## config.mk

```make
export PLATFORM = sky130hd
export DESIGN_NAME = i2s_tx_feeder
export DESIGN_NICKNAME = d
export VERILOG_FILES = /design/src/rtl/i2s_pkg.sv /design/src/rtl/i2s_sample_fifo.sv /design/src/rtl/i2s_tx_feeder.sv
export SDC_FILE = /design/constraint.sdc
export NUM_CORES = 1
export LEC_CHECK = 0
export ABC_AREA = 1
export CORE_UTILIZATION = 51
export CTS_CLUSTER_SIZE = 10
export DETAILED_ROUTE_END_ITERATION = 16
export GPL_TIMING_DRIVEN = 1
export PLACE_DENSITY = 0.79
export RECOVER_POWER = 25
export SLEW_MARGIN = 20
export SYNTH_ARGS = -nofsm -noshare
export SYNTH_HDL_FRONTEND = slang
export SYNTH_SLANG_ARGS = --single-unit
```

## constraint.sdc

```tcl
create_clock -name clk -period 2.7 [get_ports clk]
set_input_delay 0.81 -clock clk [delete_from_list [all_inputs] [get_ports clk]]
set_output_delay 0.81 -clock clk [all_outputs]
set_load 0.005 [all_outputs]
```

## src/rtl/i2s_pkg.sv

```systemverilog
// Shared constants and types for the I2S transmit feeder.
// Register map, register bit positions and sequencer states.
package i2s_pkg;

   localparam logic [1:0] ADDR_DATA   = 2'd0;
   localparam logic [1:0] ADDR_CTRL   = 2'd1;
   localparam logic [1:0] ADDR_STATUS = 2'd2;

   localparam int CTRL_EN     = 0;
   localparam int CTRL_IRQ_EN = 1;
   localparam int CTRL_CLR    = 2;

   localparam int ST_FULL  = 8;
   localparam int ST_EMPTY = 9;
   localparam int ST_UDR   = 10;
   localparam int ST_OVF   = 11;

   typedef enum logic {
      IDLE = 1'b0,
      RUN  = 1'b1
   } seq_state_t;

endpackage

```

## src/rtl/i2s_sample_fifo.sv

```systemverilog
// Synchronous FIFO of stereo pairs; a push into a full FIFO
// is accepted only when a pop happens in the same cycle.
module i2s_sample_fifo #(
   parameter int W     = 16,
   parameter int DEPTH = 4,
   parameter int LW    = $clog2(DEPTH) + 1
) (
   input  logic          clk,
   input  logic          reset,
   input  logic          i_push,
   input  logic [W-1:0]  i_wdata,
   input  logic          i_pop,
   output logic [W-1:0]  o_rdata,
   output logic          o_full,
   output logic          o_empty,
   output logic [LW-1:0] o_level
);

   localparam int AW = $clog2(DEPTH);

   logic [W-1:0]  r_mem [DEPTH];
   logic [AW-1:0] r_wr;
   logic [AW-1:0] r_rd;
   logic [LW-1:0] r_level;

   logic w_full;
   logic w_empty;
   logic w_do_push;
   logic w_do_pop;

   assign w_full    = (r_level == LW'(DEPTH));
   assign w_empty   = (r_level == '0);
   assign w_do_pop  = i_pop && !w_empty;
   assign w_do_push = i_push && (!w_full || w_do_pop);

   assign o_rdata = r_mem[r_rd];
   assign o_full  = w_full;
   assign o_empty = w_empty;
   assign o_level = r_level;

   always_ff @(posedge clk) begin
      if (w_do_push)
         r_mem[r_wr] <= i_wdata;
   end

   always_ff @(posedge clk) begin
      if (reset) begin
         r_wr    <= '0;
         r_rd    <= '0;
         r_level <= '0;
      end else begin
         if (w_do_push)
            r_wr <= r_wr + AW'(1);
         if (w_do_pop)
            r_rd <= r_rd + AW'(1);
         if (w_do_push && !w_do_pop)
            r_level <= r_level + LW'(1);
         else if (w_do_pop && !w_do_push)
            r_level <= r_level - LW'(1);
      end
   end

endmodule

```

## src/rtl/i2s_tx_feeder.sv

```systemverilog
// Avalon-MM sample buffer feeding an I2S transmitter; generates
// sck/ws and holds each stereo pair stable for a full frame.
module i2s_tx_feeder
   import i2s_pkg::*;
#(
   parameter int DW      = 8,
   parameter int DEPTH   = 4,
   parameter int CLK_DIV = 2
) (
   input  logic          clk,
   input  logic          reset,
   input  logic [1:0]    avs_address,
   input  logic          avs_write,
   input  logic [31:0]   avs_writedata,
   input  logic          avs_read,
   output logic [31:0]   avs_readdata,
   output logic          irq,
   output logic          sck,
   output logic          ws,
   output logic [DW-1:0] data_left,
   output logic [DW-1:0] data_right
);

   localparam int LW   = $clog2(DEPTH) + 1;
   localparam int DIVW = (CLK_DIV > 1) ? $clog2(CLK_DIV) : 1;
   localparam int BW   = $clog2(DW);

   seq_state_t r_state;
   seq_state_t w_state_nxt;

   logic            r_en;
   logic            r_irq_en;
   logic            r_udr;
   logic            r_ovf;
   logic            r_irq;
   logic            r_sck;
   logic            r_ws;
   logic            r_started;
   logic [DIVW-1:0] r_div;
   logic [BW-1:0]   r_bit;
   logic [DW-1:0]   r_left;
   logic [DW-1:0]   r_right;
   logic [31:0]     r_rdata;

   logic            w_data_wr;
   logic            w_ctrl_wr;
   logic            w_en_nxt;
   logic            w_adv;
   logic            w_tick;
   logic            w_fall;
   logic            w_wrap;
   logic            w_fs;
   logic            w_push;
   logic            w_pop;
   logic            w_full;
   logic            w_empty;
   logic [LW-1:0]   w_level;
   logic [2*DW-1:0] w_fifo_wdata;
   logic [2*DW-1:0] w_fifo_rdata;
   logic [31:0]     w_rdata;
   logic            w_unused;

   assign w_data_wr = avs_write && (avs_address == ADDR_DATA);
   assign w_ctrl_wr = avs_write && (avs_address == ADDR_CTRL);
   assign w_push    = w_data_wr;
   assign w_pop     = w_fs && !w_empty;
   assign w_adv     = (r_state == RUN) && (w_state_nxt == RUN);
   assign w_unused  = ^avs_writedata;

   assign w_fifo_wdata = {avs_writedata[16+DW-1:16],
                          avs_writedata[DW-1:0]};

   i2s_sample_fifo #(
      .W     (2*DW),
      .DEPTH (DEPTH),
      .LW    (LW)
   ) u_fifo (
      .clk     (clk),
      .reset   (reset),
      .i_push  (w_push),
      .i_wdata (w_fifo_wdata),
      .i_pop   (w_pop),
      .o_rdata (w_fifo_rdata),
      .o_full  (w_full),
      .o_empty (w_empty),
      .o_level (w_level)
   );

   always_ff @(posedge clk) begin
      if (reset)
         r_state <= IDLE;
      else
         r_state <= w_state_nxt;
   end

   // State follows the enable value that will hold next cycle.
   always_comb begin
      w_en_nxt    = r_en;
      w_state_nxt = r_state;
      w_tick      = 1'b0;
      w_fall      = 1'b0;
      w_wrap      = 1'b0;
      w_fs        = 1'b0;
      if (w_ctrl_wr)
         w_en_nxt = avs_writedata[CTRL_EN];
      unique case (r_state)
         IDLE: begin
            if (w_en_nxt)
               w_state_nxt = RUN;
         end
         RUN: begin
            if (!w_en_nxt)
               w_state_nxt = IDLE;
            w_tick = (r_div == DIVW'(CLK_DIV - 1));
            w_fall = w_tick && r_sck;
            w_wrap = w_fall && (r_bit == BW'(DW - 1));
            w_fs   = !r_started || (w_wrap && r_ws);
         end
         default: w_state_nxt = IDLE;
      endcase
   end

   always_ff @(posedge clk) begin
      if (reset || !w_adv) begin
         r_div     <= '0;
         r_bit     <= '0;
         r_sck     <= 1'b0;
         r_ws      <= 1'b0;
         r_started <= 1'b0;
      end else begin
         r_started <= 1'b1;
         r_div     <= w_tick ? '0 : r_div + DIVW'(1);
         if (w_tick)
            r_sck <= ~r_sck;
         if (w_fall)
            r_bit <= w_wrap ? '0 : r_bit + BW'(1);
         if (w_wrap)
            r_ws <= ~r_ws;
      end
   end

   always_ff @(posedge clk) begin
      if (reset) begin
         r_left  <= '0;
         r_right <= '0;
      end else if (w_fs) begin
         r_left  <= w_pop ? w_fifo_rdata[2*DW-1:DW] : '0;
         r_right <= w_pop ? w_fifo_rdata[DW-1:0] : '0;
      end
   end

   // Set events win over a clear written in the same cycle.
   always_ff @(posedge clk) begin
      if (reset) begin
         r_en     <= 1'b0;
         r_irq_en <= 1'b0;
         r_udr    <= 1'b0;
         r_ovf    <= 1'b0;
         r_irq    <= 1'b0;
      end else begin
         r_en <= w_en_nxt;
         if (w_ctrl_wr)
            r_irq_en <= avs_writedata[CTRL_IRQ_EN];
         if (w_ctrl_wr && avs_writedata[CTRL_CLR]) begin
            r_udr <= 1'b0;
            r_ovf <= 1'b0;
         end
         if (w_fs && w_empty)
            r_udr <= 1'b1;
         if (w_push && w_full && !w_pop)
            r_ovf <= 1'b1;
         r_irq <= r_en && r_irq_en &&
                  (w_level <= LW'(DEPTH / 2));
      end
   end

   always_comb begin
      w_rdata = '0;
      case (avs_address)
         ADDR_CTRL: begin
            w_rdata[CTRL_EN]     = r_en;
            w_rdata[CTRL_IRQ_EN] = r_irq_en;
         end
         ADDR_STATUS: begin
            w_rdata[7:0]     = 8'(w_level);
            w_rdata[ST_FULL]  = w_full;
            w_rdata[ST_EMPTY] = w_empty;
            w_rdata[ST_UDR]   = r_udr;
            w_rdata[ST_OVF]   = r_ovf;
         end
         default: w_rdata = '0;
      endcase
   end

   always_ff @(posedge clk) begin
      if (reset)
         r_rdata <= '0;
      else if (avs_read)
         r_rdata <= w_rdata;
   end

   assign avs_readdata = r_rdata;
   assign irq          = r_irq;
   assign sck          = r_sck;
   assign ws           = r_ws;
   assign data_left    = r_left;
   assign data_right   = r_right;

endmodule

```

; ---- Yosys cells after proc, flatten, opt, wreduce, memory -nomap -nowiden
; Memories as Yosys holds them, arrays and structs flattened. A register that Yosys moved wholly into a read port is not among the register bits.
; Index checks and enable logic that the tools add are counted.
[totals]
reg_bits = 48
ramBits = 64
out_inout_bits = 51
word_cells = 85
memories = 1
[memory_table]
columns = memory, words, word_bits, read_ports, rd_ports_with_merged_regs, write_ports, line
row1 = u_fifo.r_mem, 4, 16, 1, 1, 1, i2s_sample_fifo.sv:21  ; logic [W-1:0] r_mem [DEPTH];
[op_classes]
n_addsub = 6
magnitude_cmp = 1
eq_ne = 4
mux = 21
bitwise = 2
n_reduce_logical = 33
[op_table]
columns = cell, count
row1 = 1-bit logical AND, 17
row2 = 8-bit 2-to-1 mux, 2
row3 = 1-bit 2-to-1 mux, 12
row4 = 10-bit 2-to-1 mux, 1
row5 = 3-bit 2-to-1 mux, 3
row6 = 1-bit logical NOT, 7
row7 = "3-bit by 1-bit adder with 3-bit output, second input constant", 2
row8 = "3-bit equality test, second input constant", 2
row9 = 2-bit nonzero test, 3
row10 = "2-bit by 1-bit adder with 2-bit output, second input constant", 2
row11 = 2-bit 2-to-1 mux, 2
row12 = 2-bit case mux with 2 select lines, 1
row13 = "3-bit by 2-bit <= comparator with 1-bit output, second input constant", 1
row14 = 3-bit logical NOT, 1
row15 = 1-bit logical OR, 3
row16 = "3-bit by 1-bit subtractor with 3-bit output, second input constant", 1
row17 = "2-bit by 1-bit equality test with 1-bit output, second input constant", 1
row18 = "2-bit equality test, second input constant", 1
row19 = 2-bit logical NOT, 1
row20 = 1-bit inverter, 2
row21 = 2-bit OR reduction, 1
row22 = "1-bit adder, second input constant", 1

; ---- Longest topological paths before layout
[logic_depth]
depth_word = 13
depth_mapped = 15
depth_no_buf = 15

; ---- Modules after synthesis
; From an unflattened synthesis, not the netlist that was laid out.
[hier_totals]
hier_cells = 428
area_unflattened_um2 = 4530.6
[by_module_without_submodules]
columns = mod, n_inst, cells_per_inst, area_per_inst_um2, seq_area_each_um2
row1 = i2s_sample_fifo, 1, 226, 2870.3, 2102.0
row2 = i2s_tx_feeder, 1, 202, 1660.3, 700.7

; ---- Worst setup path after synthesis
; OpenSTA, ideal clock, no wires.
[synth_path]
path_kind = input to register
start = in avs_address[0]
end = reg u_fifo.r_level[2] (netlist: u_fifo.o_level[2])
setup_time_ns = 0.058
arrival_time_ns = 2.347
required_ns = 2.642
slack_ns = 0.295
cell_stages = 13
path_buffers = 0
path_cell_list = inv_1 -> ha_1 -> nand2_1 -> inv_1 -> nand2_1 -> inv_1 -> ha_1 -> inv_1 -> fa_1 -> a21oi_1 -> o21ai_0 -> a21oi_1 -> o21a_1
[synth_between]
elab_chain_cells = 6
word_cells_on_any_way = 8
classes_between = mux: 1 / reduce/logical: 7
[synth_lines]
columns = item, line
row1 = from (decl), i2s_tx_feeder.sv:12  ; input logic [1:0] avs_address,
row2 = 2-bit logical NOT *, i2s_tx_feeder.sv:63  ; assign w_data_wr = avs_write && (avs_address == ADDR_DATA);
row3 = 1-bit logical AND *, i2s_tx_feeder.sv:63
row4 = 1-bit logical AND *, i2s_sample_fifo.sv:34  ; assign w_do_push = i_push && (!w_full || w_do_pop);
row5 = named net u_fifo.w_do_push, i2s_sample_fifo.sv:28  ; logic w_do_push;
row6 = 1-bit logical NOT, i2s_sample_fifo.sv:58  ; else if (w_do_pop && !w_do_push)
row7 = 1-bit logical AND, i2s_sample_fifo.sv:58
row8 = 2-bit nonzero test (no source line), --
row9 = to (signal assigned), i2s_sample_fifo.sv:57  ; r_level <= r_level + LW'(1);
row10 = to (signal assigned), i2s_sample_fifo.sv:59  ; r_level <= r_level - LW'(1);
row11 = to (decl), i2s_sample_fifo.sv:24  ; logic [LW-1:0] r_level;
; Mark *: on every way through the listed nets, which the timed path passes. The rest lies on a longest branch.
; A chain may end at the register's enable or synchronous reset.

; ---- Final worst setup path
; Ends and elaborated chain as after synthesis.

==> out/qor.yml <==
antenna_found_initial: 0
netlist_area_sq_um: 4410
dieHeight_um: 95.0
numPortBuffers: 47
critPathLaunchType: "primary input"
dp_hpwl_um: 5280
gp_congestion: 0.829
core_area_sq_um: 8300
grt_pass1_wl_um: 12800
critPathSlowestCell: "clkdlybuf4s50_1"
grt_max_degree: 33
wl_um: 7910
yosysUniqueCellTypes: 30
vias: 2946
track_usage_pct: 19.0
hold_viol_final: 0
finalSetupViolCount: 0
fin_cells: 585
ant_nets: 0
via_per_inst: 5.04
overflow: 0
slew_violations: 0
nNetsFinal: 524
die-area_sq_um: 9030
drc: 0
path_class: "in -> reg"
clk_pin_slew_ps: 100
drt_iter0_drc: 208
post_drt_wl_per_cell_um: 13.5
cp_slowest_stage_delay_ps: 430
cts_tree: "done"
crit_chain: "clkdlybuf4s50_1, inv_1, ha_1, nand2_1, inv_1, nand2_1, inv_1, ha_1, inv_1, fa_1, a21oi_1, o21ai_1, a21oi_1, o21a_1"
most-common-layout-cells: "nand2_1 (64), edfxtp_1 (64), nor2_1 (50), dfxtp_1 (44), clkdlybuf4s50_1 (34)"
syn_inst: 416
worstMarginPinSlew_ps: 522
p_leak_uw: 0.00190
critPathMaxFanout: 2
min_period_ps: 2470
place_ws_ps: -122
cts_max_path_buffers: 2
ys_seq_elements: 108
synthArstFlopShare_pct: 0
grt_pass1_vias: 2659
htreeDepth: 3
crit_required_ps: 3020
synth_warnings: 0
fp-row-count: 33
cts_buffers: 9
rsz0062_at_grt: "no"
postCtsSetupBuffers: 0
fin_ws_ps: 233
drv_cap: 0
cts-root-buf: "clkbuf_8"
arrival_ps: 2790
crit_top_cell: "inv_1"
finalCritPeriodShare_pct: 91.4
areaGrowthSynthToFinish_pct: 17.4
synth-edff-count: 64
ys_seq_area_share_pct: 63.5
cellPowerDensity_nw_per_um2: 543
crit_path_end_kind: "flop"
ir_worst_vdd_uv: 298
pin_count: 89
worstSkewPairLatency_ps: 370
die_w_um: 95.0
dp.cells: 569
outcome: "finished, final reports clean"
min_path_type: "reg -> reg"
ys.flop_type: "edfxtp_1"
layout-drive-gt1-share_pct: 8.96
n_fill_cell: 647
fin_skew_ps: 14.0
dr.pass1.iters: 4
cts_num_sinks: 108
num_antenna_cells: 0
fmax_mhz: 405
start_util_pct: 53.2
max_slew_margin_pct: 65.1
avgSynthCellArea_sq_um: 10.6
-- flip-flops by register name, summed over array words and instances, names as in the netlist, 2 cells and up, named ones only --
register,count
data_right,8
u_fifo.r_rd,2
avs_readdata,7
u_fifo.r_mem,64
u_fifo.r_wr,2
u_fifo.o_level,3
r_bit,3
data_left,8
-- layout make-up --
cell class                      count  area, sq um  area share [%]
Sequential cell                   108         2800            54.1
Multi-Input combinational cell    261         1320            25.5
Timing Repair Buffer               62          633            12.2
Tap cell                          105          131            2.54
Clock buffer                       10          128            2.46
Inverter                           33          124            2.39
Clock inverter                      6         40.0           0.773
-- metrics by stage --
stage	setup TNS (ps)	hold slack, ps	util, %	power [uW]	instance area (sq um)
final	0	450	62.4	2810	5180
after CTS	0	451	62.4	2830	5180
after global routing	0	479	62.4	2920	5180
after floorplan	0	436	-	1940	4500
after global placement	-96.6	449	60.4	2000	5010
after detailed placement	-153	453	60.4	2000	5010
-- report_power, final --
| part | internal [uW] | leakage (uW) | switching, uW |
|---|---|---|---|
| clock network | 334 | 0.0000780 | 515 |
| logic | 73.4 | 0.000885 | 110 |
| registers | 1770 | 0.000934 | 14.1 |
| total | 2170 | 0.00190 | 639 |
-- critical path: cells and delay by family --
kind / cells / cell delay [ps]
compound gates: 4 / 520
buf+inv: 5 / 700
simple gates: 2 / 120
fa+ha+maj: 3 / 650
-- per-layer routing --
layer  share of wire (%)  global-route usage [%]
met5                   0                       0
met4                 1.2                    5.56
met3                 5.2                    4.86
met2                  47                    29.2
met1                  47                    26.5
-- kinds of logic after synthesis --
| logic type | share of synthesized area (%) |
|---|---|
| xor gates and xnor gates | 0.198 |
| adders and majority gates | 3.29 |
| buffers and inverters | 8.59 |
| DFF | 63.5 |
| and+or+nand+nor | 12.1 |
| AOI/OAI and AO/OA | 12.2 |
| other | 0.0850 |
-- worst paths after layout --
| path | slack, ps | start | to | cells after the start |
|---|---|---|---|---|
| hold / removal | 450 | r_irq_en | irq | 2 |
| setup / recovery | 230 | avs_address[0] | u_fifo.o_level[2] | 14 |
| hold reg to reg | 450 | r_irq_en | irq | 2 |
| setup reg to reg | 250 | r_bit[0] | u_fifo.o_level[2] | 15 |
-- repair_timing --
item	4_1_cts	5_1_grt
setup endpoints to repair	0	1
hold buffers	0	0
resized for setup	0	1
-- cell usage after synthesis, types with 8 or more instances --
master | count | area (sq um)
a21oi_1 | 28 | 140
a21oi_2 | 10 | 87.6
buf_4 | 25 | 188
dfxtp_1 | 44 | 881
edfxtp_1 | 64 | 1920
ha_1 | 10 | 125
inv_1 | 32 | 120
nand2_1 | 64 | 240
nand3_1 | 8 | 40.0
nor2_1 | 50 | 188
o21ai_0 | 34 | 170
o22ai_1 | 18 | 113
Power figures use the tool's default switching activity.
